<file path="src/rtl/grid_pkg.sv">
// Shared grid constants and arbiter state encoding.
// Used by the write arbiter, the VGA renderer and the game FSMs.
package grid_pkg;

    localparam int GRID_ROWS  = 8;
    localparam int GRID_COLS  = 8;
    localparam int GRID_ROW_W = 3;

    typedef enum logic [1:0] {
        S_IDLE  = 2'd0,
        S_CLEAR = 2'd1,
        S_ARB   = 2'd2,
        S_WRITE = 2'd3
    } grid_state_e;

    function automatic logic [1:0] gnt_onehot(input logic winner);
        return winner ? 2'b10 : 2'b01;
    endfunction

endpackage

</file>
<file path="src/rtl/grid_write_arbiter_if.sv">
// Row-write request/grant bus between the game FSMs and the grid write arbiter,
// plus the committed row-write port towards grid storage.
interface grid_write_arbiter_if #(
    parameter int COLS  = 8,
    parameter int ROW_W = 3
) ();

    logic [1:0]       req;
    logic [ROW_W-1:0] req_row0;
    logic [COLS-1:0]  req_data0;
    logic [ROW_W-1:0] req_row1;
    logic [COLS-1:0]  req_data1;
    logic [1:0]       gnt;
    logic             wr_strobe;
    logic [ROW_W-1:0] wr_row;
    logic [COLS-1:0]  wr_data;

    modport master (
        output req, req_row0, req_data0, req_row1, req_data1,
        input  gnt, wr_strobe, wr_row, wr_data
    );

    modport slave (
        input  req, req_row0, req_data0, req_row1, req_data1,
        output gnt, wr_strobe, wr_row, wr_data
    );

endinterface

</file>
<file path="src/rtl/grid_write_arbiter_rr_arbiter2.sv">
// Combinational two-way round-robin picker: a lone request wins outright,
// a tie goes to the requester that was not granted last.
module rr_arbiter2 (
    input  logic [1:0] req,
    input  logic       last_gnt,
    output logic       valid,
    output logic       winner
);

    always_comb begin
        valid  = |req;
        winner = 1'b0;
        case (req)
            2'b01:   winner = 1'b0;
            2'b10:   winner = 1'b1;
            2'b11:   winner = ~last_gnt;
            default: winner = 1'b0;
        endcase
    end

endmodule

</file>
<file path="src/rtl/grid_write_arbiter.sv">
// Owns the single row-write port of the display grid: full clear sweep on each start edge,
// round-robin row writes from two requesters. Define GRID_VBLANK_SYNC_EN to confine writes to vblank.
module grid_write_arbiter
    import grid_pkg::*;
#(
    parameter int ROWS  = GRID_ROWS,
    parameter int COLS  = GRID_COLS,
    parameter int ROW_W = GRID_ROW_W
) (
    input  logic                board_clk,
    input  logic                reset,
    input  logic                start,
    input  logic                vblank,
    grid_write_arbiter_if.slave bus,
    output logic                busy,
    output logic                clear_done
);

    localparam logic [ROW_W-1:0] LAST_ROW = ROW_W'(ROWS - 1);

    grid_state_e      state, state_nx;
    logic [ROW_W-1:0] clr_cnt, clr_cnt_nx;
    logic             start_q, start_edge;
    logic             last_gnt, win_q, win_nx;
    logic             arb_valid, arb_winner, window_open;
    logic             strobe_nx, busy_nx, done_nx;
    logic [1:0]       gnt_nx;
    logic [ROW_W-1:0] row_nx;
    logic [COLS-1:0]  data_nx;

    assign start_edge = start & ~start_q;

`ifdef GRID_VBLANK_SYNC_EN
    assign window_open = vblank;
`else
    logic unused_vblank;
    assign window_open   = 1'b1;
    assign unused_vblank = vblank;
`endif

    rr_arbiter2 u_rr (
        .req      (bus.req),
        .last_gnt (last_gnt),
        .valid    (arb_valid),
        .winner   (arb_winner)
    );

    // Outputs are registered: everything below computes the values for the coming cycle.
    always_comb begin
        state_nx   = state;
        clr_cnt_nx = clr_cnt;
        win_nx     = win_q;
        done_nx    = 1'b0;
        strobe_nx  = 1'b0;
        gnt_nx     = 2'b00;
        row_nx     = '0;
        data_nx    = '0;

        case (state)
            S_IDLE: begin
                if (start_edge) begin
                    state_nx   = S_CLEAR;
                    clr_cnt_nx = '0;
                end
            end
            S_CLEAR: begin
                // The counter only advances on cycles that actually wrote a row.
                if (bus.wr_strobe) begin
                    if (clr_cnt == LAST_ROW) begin
                        state_nx   = S_ARB;
                        clr_cnt_nx = '0;
                        done_nx    = 1'b1;
                    end else begin
                        clr_cnt_nx = clr_cnt + 1'b1;
                    end
                end
            end
            S_ARB: begin
                if (start_edge) begin
                    state_nx   = S_CLEAR;
                    clr_cnt_nx = '0;
                end else if (arb_valid && window_open) begin
                    state_nx = S_WRITE;
                    win_nx   = arb_winner;
                end
            end
            S_WRITE: state_nx = S_ARB;
            default: state_nx = S_IDLE;
        endcase

        case (state_nx)
            S_CLEAR: begin
                strobe_nx = window_open;
                row_nx    = clr_cnt_nx;
            end
            S_WRITE: begin
                strobe_nx = 1'b1;
                gnt_nx    = gnt_onehot(win_nx);
                row_nx    = win_nx ? bus.req_row1  : bus.req_row0;
                data_nx   = win_nx ? bus.req_data1 : bus.req_data0;
            end
            default: ;
        endcase

        busy_nx = (state_nx == S_CLEAR) || (state_nx == S_WRITE);
    end

    always_ff @(posedge board_clk or posedge reset) begin
        if (reset) begin
            state         <= S_IDLE;
            clr_cnt       <= '0;
            start_q       <= 1'b0;
            last_gnt      <= 1'b1;
            win_q         <= 1'b0;
            bus.wr_strobe <= 1'b0;
            bus.gnt       <= 2'b00;
            bus.wr_row    <= '0;
            bus.wr_data   <= '0;
            busy          <= 1'b0;
            clear_done    <= 1'b0;
        end else begin
            state         <= state_nx;
            clr_cnt       <= clr_cnt_nx;
            start_q       <= start;
            win_q         <= win_nx;
            if (state == S_WRITE)
                last_gnt  <= win_q;
            bus.wr_strobe <= strobe_nx;
            bus.gnt       <= gnt_nx;
            bus.wr_row    <= row_nx;
            bus.wr_data   <= data_nx;
            busy          <= busy_nx;
            clear_done    <= done_nx;
        end
    end

endmodule

</file>
<file path="src/flat_wrapper.sv">
// flat-port wrapper written by rule: the top's interface ports become plain ports
module grid_write_arbiter_flat import grid_pkg::*;
#(
    parameter int ROWS  = GRID_ROWS,
    parameter int COLS  = GRID_COLS,
    parameter int ROW_W = GRID_ROW_W
)
  (board_clk, reset, start, vblank, busy, clear_done, bus_req, bus_req_row0, bus_req_data0, bus_req_row1, bus_req_data1, bus_gnt, bus_wr_strobe, bus_wr_row, bus_wr_data);
  grid_write_arbiter_if #(.COLS(COLS), .ROW_W(ROW_W)) bus_i ();
  input  logic board_clk;
  input  logic reset;
  input  logic start;
  input  logic vblank;
  output logic busy;
  output logic clear_done;
  input wire logic [$bits(bus_i.req)-1:0] bus_req;
  input wire logic [$bits(bus_i.req_row0)-1:0] bus_req_row0;
  input wire logic [$bits(bus_i.req_data0)-1:0] bus_req_data0;
  input wire logic [$bits(bus_i.req_row1)-1:0] bus_req_row1;
  input wire logic [$bits(bus_i.req_data1)-1:0] bus_req_data1;
  output wire logic [$bits(bus_i.gnt)-1:0] bus_gnt;
  output wire logic [$bits(bus_i.wr_strobe)-1:0] bus_wr_strobe;
  output wire logic [$bits(bus_i.wr_row)-1:0] bus_wr_row;
  output wire logic [$bits(bus_i.wr_data)-1:0] bus_wr_data;
  assign bus_i.req = bus_req;
  assign bus_i.req_row0 = bus_req_row0;
  assign bus_i.req_data0 = bus_req_data0;
  assign bus_i.req_row1 = bus_req_row1;
  assign bus_i.req_data1 = bus_req_data1;
  assign bus_gnt = bus_i.gnt;
  assign bus_wr_strobe = bus_i.wr_strobe;
  assign bus_wr_row = bus_i.wr_row;
  assign bus_wr_data = bus_i.wr_data;
  grid_write_arbiter #(.ROWS(ROWS), .COLS(COLS), .ROW_W(ROW_W)) u_core (.board_clk(board_clk), .reset(reset), .start(start), .vblank(vblank), .bus(bus_i), .busy(busy), .clear_done(clear_done));
endmodule
</file>
<file path="config.mk">
export PLATFORM = sky130hd
export DESIGN_NAME = grid_write_arbiter_flat
export DESIGN_NICKNAME = d
export VERILOG_FILES = /design/src/rtl/grid_pkg.sv /design/src/rtl/grid_write_arbiter_if.sv /design/src/rtl/grid_write_arbiter_rr_arbiter2.sv /design/src/rtl/grid_write_arbiter.sv /design/src/flat_wrapper.sv
export SDC_FILE = /design/constraint.sdc
export NUM_CORES = 1
export LEC_CHECK = 0
export ABC_CLOCK_PERIOD_IN_PS = 1400
export BUFFER_PORTS_ARGS = -buffer_cell sky130_fd_sc_hd__buf_2
export CAP_MARGIN = 20
export CORE_ASPECT_RATIO = 1.25
export CORE_MARGIN = 2
export CORE_UTILIZATION = 41
export CTS_CLUSTER_DIAMETER = 40
export DETAILED_ROUTE_END_ITERATION = 10
export PLACE_DENSITY_LB_ADDON = 0.08
export SLEW_MARGIN = 40
export SYNTH_ARGS = -nofsm -noshare
export SYNTH_HDL_FRONTEND = slang
export SYNTH_SLANG_ARGS = --single-unit
</file>
<file path="constraint.sdc">
create_clock -name board_clk -period 1.4 [get_ports board_clk]
set_input_delay 0.21 -clock board_clk [delete_from_list [all_inputs] [get_ports board_clk]]
set_output_delay 0.21 -clock board_clk [all_outputs]
set_load 0.05 [all_outputs]
</file>
# After elaboration in Yosys (flattened, before gate mapping)
# Index checks and enable logic that the tools add are counted.
[word_totals] input_bits=28 regBits=24 wordCells=52 output_inout_bits=16
[classes] addsub=1 n_eq_ne=8 reduce_logical=5 n_bitwise=3 n_mux=24
[ops] operator="8-bit two-way mux" count=2
[ops] operator="2-bit two-way mux" count=7
[ops] operator="3-bit two-way mux" count=4
[ops] operator="3-bit case mux with 2 select lines" count=2
[ops] operator="2-bit equality test (second input constant)" count=5
[ops] operator="2-bit case mux with 4 select lines" count=1
[ops] operator="1-bit two-way mux" count=7
[ops] operator="2-bit OR reduction" count=3
[ops] operator="2-bit by 1-bit equality test with 1-bit output (second input constant)" count=2
[ops] operator="3-bit by 1-bit adder with 3-bit output (second input constant)" count=1
[ops] operator="3-bit equality test (second input constant)" count=1
[ops] operator="2-bit logical NOT" count=1
[ops] operator="1-bit inverter" count=2
[ops] operator="1-bit case mux with 2 select lines" count=1
[ops] operator="1-bit AND" count=1
[ops] operator="1-bit logical OR" count=1

# Longest topological paths before layout
# Gate-level depths: netlist of the first run.
[logic_depth] word_depth=7 mapped_depth=6 depth_no_buf=6

# Modules after synthesis
# A second synthesis of the first run with hierarchy kept.
[unflattened] cells_unflattened=98 hier_area_um2=1077.3
[by_module_without_submodules] module="grid_write_arbiter" instances=1 cells_each=96 area_each_um2=1063.5 seq_area_each_um2=576.8
[by_module_without_submodules] module="rr_arbiter2" instances=1 cells_each=2 area_each_um2=13.8 seq_area_each_um2=0.0

# Least setup slack after synthesis of the first run
# OpenSTA, ideal clock, no wires.
[synth_timing] path_type="reg-to-reg" startpoint="reg u_core.bus.wr_strobe" endpoint="reg u_core.bus.wr_row[1]" required_time_ns=1.272 t_arrival_ns=1.403 setup_time_ns=0.128 slack_ns=-0.131 path_stages_with_launch=6 period_less_slack_ns=1.531 path_buffers=1 cell_sequence="dfrtp_1 and3b_1 clkbuf_1 nor2_1 a32oi_1 o31ai_1"
[synth_between] elab_chain_len=4 word_cells_on_any_way=7 cone_classes="eq/ne: 2; mux: 5"
[synth_lines] item="start, declared" line="grid_write_arbiter_if.sv:25" source="output gnt, wr_strobe, wr_row, wr_data"
[synth_lines] item="start signal, assigned" line="grid_write_arbiter.sv:128" source="bus.wr_strobe <= strobe_nx;"
[synth_lines] item="2-bit two-way mux" line="grid_write_arbiter.sv:68" source="if (bus.wr_strobe) begin"
[synth_lines] item="2-bit case mux with 4 select lines" line="grid_write_arbiter.sv:59" source="case (state)"
[synth_lines] item="2-bit equality test or 2-bit by 1-bit equality test with 1-bit output (tied branches)" line="grid_write_arbiter.sv:91" source="case (state_nx)"
[synth_lines] item="3-bit case mux with 2 select lines (*)" line="grid_write_arbiter.sv:91"
[synth_lines] item="named net u_core.row_nx[1]" line="grid_write_arbiter.sv:28" source="logic [ROW_W-1:0] row_nx;"
[synth_lines] item="end signal, assigned" line="grid_write_arbiter.sv:130" source="bus.wr_row <= row_nx;"
[synth_lines] item="end, declared" line="grid_write_arbiter_if.sv:25"
# Mark *: on every way through the listed nets, which the timed path passes. The rest lies on a longest branch.
# A chain may end at the register's enable or synchronous reset.

# Final worst setup path of the first run
[layout_timing] startpoint="reg u_core.clr_cnt[1]" endpoint="reg u_core.bus.wr_row[1]"
[layout_between] elab_chain_len=6 word_cells_on_any_way=12 cone_classes="add/sub: 1; eq/ne: 3; mux: 8"
[layout_lines] item="start, declared" line="grid_write_arbiter.sv:22" source="logic [ROW_W-1:0] clr_cnt, clr_cnt_nx;"
[layout_lines] item="start signal, assigned" line="grid_write_arbiter.sv:123" source="clr_cnt <= clr_cnt_nx;"
[layout_lines] item="3-bit equality test" line="grid_write_arbiter.sv:69" source="if (clr_cnt == LAST_ROW) begin"
[layout_lines] item="2-bit two-way mux" line="grid_write_arbiter.sv:69"
[layout_lines] item="2-bit two-way mux" line="grid_write_arbiter.sv:68"
[layout_lines] item="2-bit case mux with 4 select lines" line="grid_write_arbiter.sv:59"
[layout_lines] item="2-bit equality test or 2-bit by 1-bit equality test with 1-bit output (tied branches)" line="grid_write_arbiter.sv:91"
[layout_lines] item="3-bit case mux with 2 select lines (*)" line="grid_write_arbiter.sv:91"
[layout_lines] item="named net u_core.row_nx[1]" line="grid_write_arbiter.sv:28"
# Marks and branches as above.

==> impl_metrics.ini, run 1 <==
[status]
status = finished, violations left
violations = setup timing

[global_route]
grt_pass1_vias = 927
grt_max_degree = 24
grt_use_total = 0.1802
use_met3 = 0.03250
use_met1 = 0.1883
grt_pass1_wl_mm = 3.864
grt.busiest_layer = met2
use_met2 = 0.3405
grt-ovfl-total = 0
antenna_found_initial = 0

[layout]
fin_util = 0.6422
syn_to_final_growth_pct = 50.73
final_cell_area_mm2 = 0.001543
nets = 184
drive_above_1_share = 0.5752
stdcell_count = 186
antenna_cells = 0

[route]
drtPass1Iterations = 4
wl_per_cell_um = 12.56
ant_nets = 0
drc_errors = 0
wl_mm = 2.337
drt-initial-drc-count = 13
vias = 905
via_per_inst = 4.866

[die]
start_util = 0.4260
fp.dieW_um = 48.69
dieArea_mm2 = 0.002915
io_pins = 44
die_y_um = 59.86
core_area_mm2 = 0.002402
rows = 20

[critical_path]
path_delay_family = compound AO/OA/AOI/OAI gates
max_stage_delay_ns = 0.41
worst_ep_arrival_time_ns = 1.70
cp-start-kind = flop
r2r_cells = 6
cp.buffers_inverters = 0
criticalPathCategory = reg2reg
slowest_stage = dfrtp_1
cp-end-kind = flop
r2r_slack_ns = -0.07
crit_required_ns = 1.63
cp_num_cells = 6
crit_chain = ha_2 > ha_4 > nand2_4 > nand2_2 > o221a_4 > o31ai_2
reg2reg_to = u_core.bus.wr_row[1]
worstReg2RegStart = u_core.clr_cnt[1]
cp_max_fo = 3

[timing]
setup-tns-final_ns = -0.06648
relSlewSlack = 0.7473
fin_ws_ns = -0.06648
rsz0062_at_grt = true
fin_skew_ns = 0.006545
slew_viol_final = 0
period_share = 1.047
report.final.hold_viol_count = 0
fin_crit_ns = 1.466
setup_viol = 1
fmax_mhz = 681.9
tightest_slew_ns = 0.3790

[min_path]
min_to = u_core.bus.wr_data[5]
hold_start = bus_req_data0[5]
whs_path_depth = 2
hp-class = in2reg

[placed_design]
dp.cells = 176
hpwl_mm = 1.715
io_buffer_count = 42
place_congestion = 0.8190
place_area_mm2 = 0.001396

[yosys]
ys_warn_count = 0
synth_flop_cell = dfrtp_1
syn_inst = 88
syn_nets = 118
async_flop_share = 1.000
synth_largest_area_cell = dfrtp_1
synth.avg_cell_area_um2 = 11.63
yosysUniqueCellTypes = 30
synth_edf_count = 0
synth_top_area_share = 0.5379
ys_seq_area_frac = 0.5636
synth_area_leaders = dfrtp_1 (54%), a22o_1 (6.8%), nand2_1 (4.0%)
ys_seq_elements = 23
synth.cell_area_mm2 = 0.001023

[clock_network]
clk_path_buf_depth = 2
cts_sinks = 23
clk_pin_slew_ns = 0.12
insertion_delay_ns = 0.31
cts_tree = yes
cts_made_buffers = 3
cts_max_level = 1
root_buffer = clkbuf_4

[power]
p_leak_uw = 0.0008217
irDropWorstVdd_mv = 0.9977
powerDensity_mw_per_mm2 = 1705
power.total_uw = 2630
net-switching-power_uw = 1072
comb_power_share = 0.516
swShare = 0.4078
power_frac_seq = 0.368
intPower_uw = 1558
power.share.clock = 0.116

[run]
cap_violations = 0
-- cells by family after synthesis --
group	after synthesis	share of synthesized area
multiplexers	1	0.01100
buffers and inverters	11	0.06234
AND/OR/NAND/NOR	27	0.1406
flip-flops	23	0.5636
AO/OA/AOI/OAI	24	0.1980
adder cells (fa/ha/maj)	2	0.02445
-- worst max path at each step --
stage	endpoint	start	slack, ns
floorplan	u_core.bus.wr_row[1]	u_core.clr_cnt[0]	0.007
global placement	u_core.bus.wr_row[1]	u_core.clr_cnt[1]	-0.05
detailed placement	u_core.bus.wr_row[1]	u_core.clr_cnt[1]	-0.11
CTS	u_core.bus.wr_row[1]	u_core.clr_cnt[0]	-0.1
global route	u_core.bus.wr_row[1]	u_core.clr_cnt[1]	-0.12
finish	u_core.bus.wr_row[1]	u_core.clr_cnt[1]	-0.07
-- synthesized netlist by cell type, drive strengths merged, types with 2 or more instances --
| cell | count |
|---|---|
| a22oi | 2 |
| nor2b | 2 |
| ha | 2 |
| nand2 | 11 |
| dfrtp | 22 |
| a22o | 8 |
| o21ai | 4 |
| buf | 4 |
| nor2 | 8 |
| a31oi | 2 |
| inv | 6 |
| nand2b | 2 |
-- registers in the layout (all words and copies together) (netlist names) --
register              flops
u_core.start_q            1
u_core.bus.wr_row         3
u_core.state              2
u_core.clear_done         1
u_core.win_q              1
u_core.last_gnt           1
u_core.bus.wr_strobe      1
u_core.clr_cnt            3
u_core.bus.wr_data        8
u_core.bus.gnt            2
-- per-layer routing --
layer  share of wire  wire length [µm]
met5               0                 0
met2            0.55              1294
met1            0.36               849
met4           0.020                46
met3           0.062               146
-- power by group through the flow --
stage	logic, µW	registers (µW)	clock network, µW
floorplan	605	1200	0
global placement	1180	961	0
detailed placement	1200	969	0
CTS	1280	962	311
global route	1470	989	356
finish	1360	967	306
-- metrics by stage --
step	hold WS [ns]	worst slack [ns]
floorplan	0.2111	0.006866
global placement	0.2611	-0.05301
detailed placement	0.2955	-0.1071
CTS	0.09683	-0.09524
global route	0.07727	-0.1153
finish	0.1010	-0.06648
-- cell usage in the layout (no fill, tap or decap), types with 2 or more instances in the layout --
master    count
buf_2        42
dfrtp_1      21
buf_4        19
nand2_1       9
a22o_1        8
nor2_1        7
inv_1         5
buf_6         4
o21ai_1       3
clkbuf_4      3
a22oi_2       2
-- timing repair --
| action | CTS | global route |
|---|---|---|
| endpoints found under the setup margin | 3 | 14 |
| resized for setup | 5 | 12 |
| endpoints found under the hold margin | 22 | 0 |
| setup buffers | 5 | 1 |
| pin swaps | 7 | 13 |
| hold buffers | 1 | 0 |
| cloned | 0 | 0 |
-- layout make-up --
cell class | count | area (µm²)
Fill cell | 208 | 859.6
Sequential cell | 23 | 578.1
Multi-Input combinational cell | 54 | 466.7
Timing Repair Buffer | 66 | 407.9
Tap cell | 33 | 41.29
Clock buffer | 4 | 26.28
Inverter | 6 | 22.52
Note: power is estimated with default switching activity, not from simulation.
==> inputs of run 2 (changes only) <==
--- a/config.mk
+++ b/config.mk
@@ -8,7 +8,7 @@
 export ABC_CLOCK_PERIOD_IN_PS = 1400
 export BUFFER_PORTS_ARGS = -buffer_cell sky130_fd_sc_hd__buf_2
 export CAP_MARGIN = 20
-export CORE_ASPECT_RATIO = 1.25
+export CORE_ASPECT_RATIO = 1.1
 export CORE_MARGIN = 2
 export CORE_UTILIZATION = 41
 export CTS_CLUSTER_DIAMETER = 40
==> run 2 against run 1 <==
Compared with the run above: the run still ends with setup timing left; via count decreased by 1.5%; die area is essentially flat; maximum frequency increased by 3.4%; wire length shrank 2.1%; sequential cell count did not move; sequential share of layout area grew 0.20 points; highest routed layer unchanged.
==> impl_metrics.ini, run 2 (synthesis gave the netlist of run 1 again) <==
[die]
core_area_mm2 = 0.002425
start_util = 0.4221
io_pins = 44
die_y_um = 56.40
rows = 19
dieArea_mm2 = 0.002912
fp.dieW_um = 51.64

[timing]
tightest_slew_ns = 0.3572
setup-tns-final_ns = -0.01819
fin_crit_ns = 1.418
slew_viol_final = 0
rsz0062_at_grt = true
relSlewSlack = 0.7619
period_share = 1.013
fin_skew_ns = 0.001822
report.final.hold_viol_count = 0
fin_ws_ns = -0.01819
setup_viol = 1
fmax_mhz = 705.1

[clock_network]
root_buffer = clkbuf_4
clk_path_buf_depth = 2
cts_sinks = 23
cts_max_level = 1
clk_pin_slew_ns = 0.13
insertion_delay_ns = 0.30
cts_made_buffers = 3
cts_tree = yes

[route]
drc_errors = 0
vias = 891
drtPass1Iterations = 4
wl_per_cell_um = 12.51
wl_mm = 2.289
ant_nets = 0
drt-initial-drc-count = 6
via_per_inst = 4.869

[power]
p_leak_uw = 0.0008087
powerDensity_mw_per_mm2 = 1714
irDropWorstVdd_mv = 1.032

[critical_path]
cp_max_fo = 3
criticalPathCategory = reg2reg
worst_ep_arrival_time_ns = 1.64
cp-end-kind = flop
cp-start-kind = flop
crit_required_ns = 1.63

[min_path]
hp-class = in2reg

[placed_design]
place_ws_ns = -0.06279
dp.cells = 173
io_buffer_count = 42
place_area_mm2 = 0.001411
place_congestion = 0.8166
hpwl_mm = 1.745

[layout]
reg_top3 = u_core.bus.wr_data (8), u_core.bus.wr_row (3), u_core.clr_cnt (3)
layout_common_cells = buf_2 (42), dfrtp_1 (20), buf_4 (19)
syn_to_final_growth_pct = 50.24
final_common_cell = buf_2
final_cell_area_mm2 = 0.001538
regMostFlops = u_core.bus.wr_data
antenna_cells = 0
stdcell_count = 183
largest_reg_flops = 8
drive_above_1_share = 0.5724
nets = 183

[global_route]
grt_pass1_vias = 918
antenna_found_initial = 0
grt_use_total = 0.1769
grt-ovfl-total = 0
grt_pass1_wl_mm = 3.836
grt_max_degree = 24

[status]
violations = setup timing
status = finished, violations left

[run]
cap_violations = 0
-- run 2: power by group --
group	internal, µW	switching, µW
Combinational	610	732
Clock	106	197
Sequential	840	149
Total	1560	1080
-- run 2: metal layers --
layer | global-route usage | wire length [µm]
met4 | 0.06767 | 18
met5 | 0 | 0
met3 | 0.03457 | 115
met2 | 0.3095 | 1272
met1 | 0.2094 | 882
-- run 2: worst max-delay path, stage by stage, from the launching register on --
cell     delay (ns)
dfrtp_1        0.41
ha_2           0.20
ha_4           0.16
buf_4          0.15
a31oi_4        0.12
nor2_1         0.09
o31ai_2        0.21
-- run 2: per-stage QoR --
stage | hold slack [ns] | util | power [µW]
floorplan | 0.2111 | - | 1801
detailed placement | 0.2654 | 0.5820 | 2194
finish | 0.1104 | 0.6342 | 2635
global route | 0.1014 | 0.6342 | 2808
CTS | 0.1008 | 0.6130 | 2574
global placement | 0.2579 | 0.5820 | 2157
-- run 2: layout make-up --
type / count / area (µm²)
Clock buffer: 3 / 22.52
Clock inverter: 1 / 5.005
Fill cell: 214 / 887.1
Inverter: 6 / 22.52
Multi-Input combinational cell: 54 / 455.4
Sequential cell: 23 / 579.3
Tap cell: 31 / 38.79
Timing Repair Buffer: 65 / 414.1
-- run 2: worst paths after layout --
check	startpoint	to	slack [ns]	cells past startpoint
hold / removal	start	u_core.start_q	0.11	2
hold reg to reg	u_core.win_q	u_core.win_q	0.50	1
max in group asynchronous	reset	u_core.last_gnt	0.66	4
min in group asynchronous	reset	u_core.clr_cnt[2]	0.46	4
setup / recovery	u_core.clr_cnt[0]	u_core.bus.wr_row[1]	-0.02	6
setup reg to reg	u_core.clr_cnt[0]	u_core.bus.wr_row[1]	-0.02	6
-- run 2: timing repair --
| item | 4_1_cts | 5_1_grt |
|---|---|---|
| resized for setup | 5 | 6 |
| pin swaps | 9 | 8 |
| endpoints found under the hold margin | 22 | 0 |
| buffers inserted | 4 | 2 |
| setup endpoints to repair | 7 | 14 |
| hold buffers | 1 | 0 |
==> inputs of run 3 (changes only) <==
--- a/config.mk
+++ b/config.mk
@@ -6,13 +6,13 @@
 export NUM_CORES = 1
 export LEC_CHECK = 0
 export ABC_CLOCK_PERIOD_IN_PS = 1400
-export BUFFER_PORTS_ARGS = -buffer_cell sky130_fd_sc_hd__buf_2
 export CAP_MARGIN = 20
 export CORE_ASPECT_RATIO = 1.1
 export CORE_MARGIN = 2
-export CORE_UTILIZATION = 41
+export CORE_UTILIZATION = 45
 export CTS_CLUSTER_DIAMETER = 40
 export DETAILED_ROUTE_END_ITERATION = 10
+export DONT_BUFFER_PORTS = 1
 export PLACE_DENSITY_LB_ADDON = 0.08
 export SLEW_MARGIN = 40
 export SYNTH_ARGS = -nofsm -noshare
==> run 3 against run 2 <==
Compared with the run above: the flow still finishes with violations (setup timing); die area fell by 8.2%; global-route usage fell by 0.40 points; worst hold slack worse by 0.074 ns; setup slack worse by 0.10 ns; count of clock-buffer cells in the layout unchanged; wire length down 1.6%; sequential share of layout area rose by 7.0 points; critical path type unchanged; first-iteration DRC count rose to 2.7 times the previous value; register-to-register slack worse by 0.10 ns; highest routed layer unchanged; non-clock buffer count down 43; largest cell class unchanged.
==> impl_metrics.ini, run 3 (synthesis gave the netlist of run 1 again) <==
[critical_path]
reg2reg_to = u_core.bus.wr_row[1]
cp-end-kind = flop
r2r_cells = 6
max_stage_delay_ns = 0.41
crit_required_ns = 1.62
cp_num_cells = 6
critPathMostFrequentCell = nand2_2
path_delay_family = compound AO/OA/AOI/OAI gates
criticalPathCategory = reg2reg
cp.buffers_inverters = 0
cp_max_fo = 4
startpoint = u_core.clr_cnt[0]
worst_ep_arrival_time_ns = 1.74
worstReg2RegStart = u_core.clr_cnt[0]
crit_chain = ha_2 > ha_4 > nand2_2 > nand2_2 > o221a_4 > o31ai_2
r2r_slack_ns = -0.12
endpoint = u_core.bus.wr_row[1]
cp-start-kind = flop
slowest_stage = dfrtp_1

[placed_design]
place_ws_ns = -0.1646
hpwl_mm = 1.649
dp.cells = 129
place_congestion = 0.8113
io_buffer_count = 0

[clock_network]
clk_pin_slew_ns = 0.13
insertion_delay_ns = 0.30
cts_max_level = 1
root_buffer = clkbuf_4
cts_tree = yes
clk_path_buf_depth = 2
cts_sinks = 23
cts_made_buffers = 3

[power]
power_frac_seq = 0.456
net-switching-power_uw = 1029
swShare = 0.4165
intPower_uw = 1441
comb_power_share = 0.424
p_leak_uw = 0.0006186
power.share.clock = 0.120
irDropWorstVdd_mv = 1.094
powerDensity_mw_per_mm2 = 1908

[die]
dieArea_mm2 = 0.002672
fp.dieW_um = 49.47
die_y_um = 54.02
start_util = 0.4637
rows = 18
core_area_mm2 = 0.002207
io_pins = 44

[timing]
fmax_mhz = 658.4
tightest_slew_ns = 0.4538
period_share = 1.085
fin_skew_ns = 0.006325
fin_ws_ns = -0.1189
report.final.hold_viol_count = 0
rsz0062_at_grt = true
slew_viol_final = 0
fin_crit_ns = 1.519
relSlewSlack = 0.6977
setup_viol = 4

[route]
drc_errors = 0
wl_per_cell_um = 16.20
via_per_inst = 5.410
drtPass1Iterations = 4
drt-initial-drc-count = 16
wl_mm = 2.252
vias = 752
ant_nets = 0

[layout]
layout_common_cells = dfrtp_1 (21), buf_4 (18), nand2_1 (9)
reg_top3 = u_core.bus.wr_data (8), u_core.bus.wr_row (3), u_core.clr_cnt (3)
layout.filler_cells = 207
largest_reg_flops = 8
antenna_cells = 0
stdcell_count = 139
regMostFlops = u_core.bus.wr_data
multiInputGateArea_um2 = 442.9
drive_above_1_share = 0.3670
syn_to_final_growth_pct = 26.53
nets = 140
final_common_cell = dfrtp_1
seqCellArea_um2 = 578.1

[global_route]
grt_pass1_wl_mm = 3.360
grt-ovfl-total = 0
grt_pass1_vias = 708
grt_use_total = 0.1729
grt_max_degree = 14
antenna_found_initial = 0

[status]
status = finished, violations left
violations = setup timing

[min_path]
hp-class = in2reg

[run]
cap_violations = 0
==> run 3: power groups by stage <==
stage | clock network (µW) | logic, µW | registers (µW)
2_1_floorplan | 0 | 605 | 1200
5_1_grt | 329 | 1130 | 1150
3_5_place_dp | 0 | 938 | 1150
3_3_place_gp | 0 | 905 | 1140
4_1_cts | 310 | 982 | 1130
6_report | 296 | 1050 | 1130
==> run 3: worst reg2reg max path, stage by stage (launching register included) <==
cell and delay (ns):
dfrtp_1 0.41, ha_2 0.21, ha_4 0.16, nand2_2 0.06
nand2_2 0.06, o221a_4 0.28, o31ai_2 0.26
==> run 3: cell type report <==
cell class | count | area share
clock buffers | 3 | 0.01739
clock inverters | 1 | 0.003865
inverters | 6 | 0.01739
multi-input cells | 54 | 0.3420
flip-flops and latches | 23 | 0.4464
well taps | 30 | 0.02899
repair buffers | 22 | 0.1440
==> run 3: worst min-delay path by stage <==
stage | from | slack, ns | end | cells after the start
6_report | bus_req_data0[1] | 0.04 | u_core.bus.wr_data[1] | 1
5_1_grt | bus_req_data0[5] | 0.02 | u_core.bus.wr_data[5] | 1
4_1_cts | bus_req_data0[4] | 0.03 | u_core.bus.wr_data[4] | 1
3_5_place_dp | reset | 0.13 | u_core.bus.wr_data[6] | 1
3_3_place_gp | reset | 0.12 | u_core.bus.wr_data[6] | 1
2_1_floorplan | reset | 0.21 | u_core.bus.gnt[0] | 1
==> run 3: metrics by stage <==
stage / total power (µW) / setup TNS, ns / area [µm²] / util / hold WS [ns]
final: 2470 / -0.1403 / 1295 / 0.5867 / 0.03655
after global routing: 2612 / -0.7738 / 1295 / 0.5867 / 0.02381
after CTS: 2424 / -0.1044 / 1264 / 0.5726 / 0.02864
after detailed placement: 2086 / -0.6738 / 1189 / 0.5385 / 0.1319
after global placement: 2040 / -2.811 / 1180 / 0.5346 / 0.1199
after floorplan: 1801 / 0 / 1051 / - / 0.2111
==> run 3: layer usage <==
| layer | track usage | vias up | routed length (µm) |
|---|---|---|---|
| li1 | - | 351 | - |
| met1 | 0.2109 | 366 | 932 |
| met2 | 0.2703 | 31 | 1104 |
| met3 | 0.06389 | 4 | 180 |
| met4 | 0.09259 | 0 | 34 |
| met5 | 0 | - | 0 |
==> run 3: what timing repair did <==
item | 4_1_cts | 5_1_grt
endpoints found under the setup margin | 11 | 14
setup buffers | 3 | 1
pin swaps | 3 | 3
hold endpoints to repair | 11 | 0
hold buffers | 2 | 0
gates resized for setup | 2 | 6
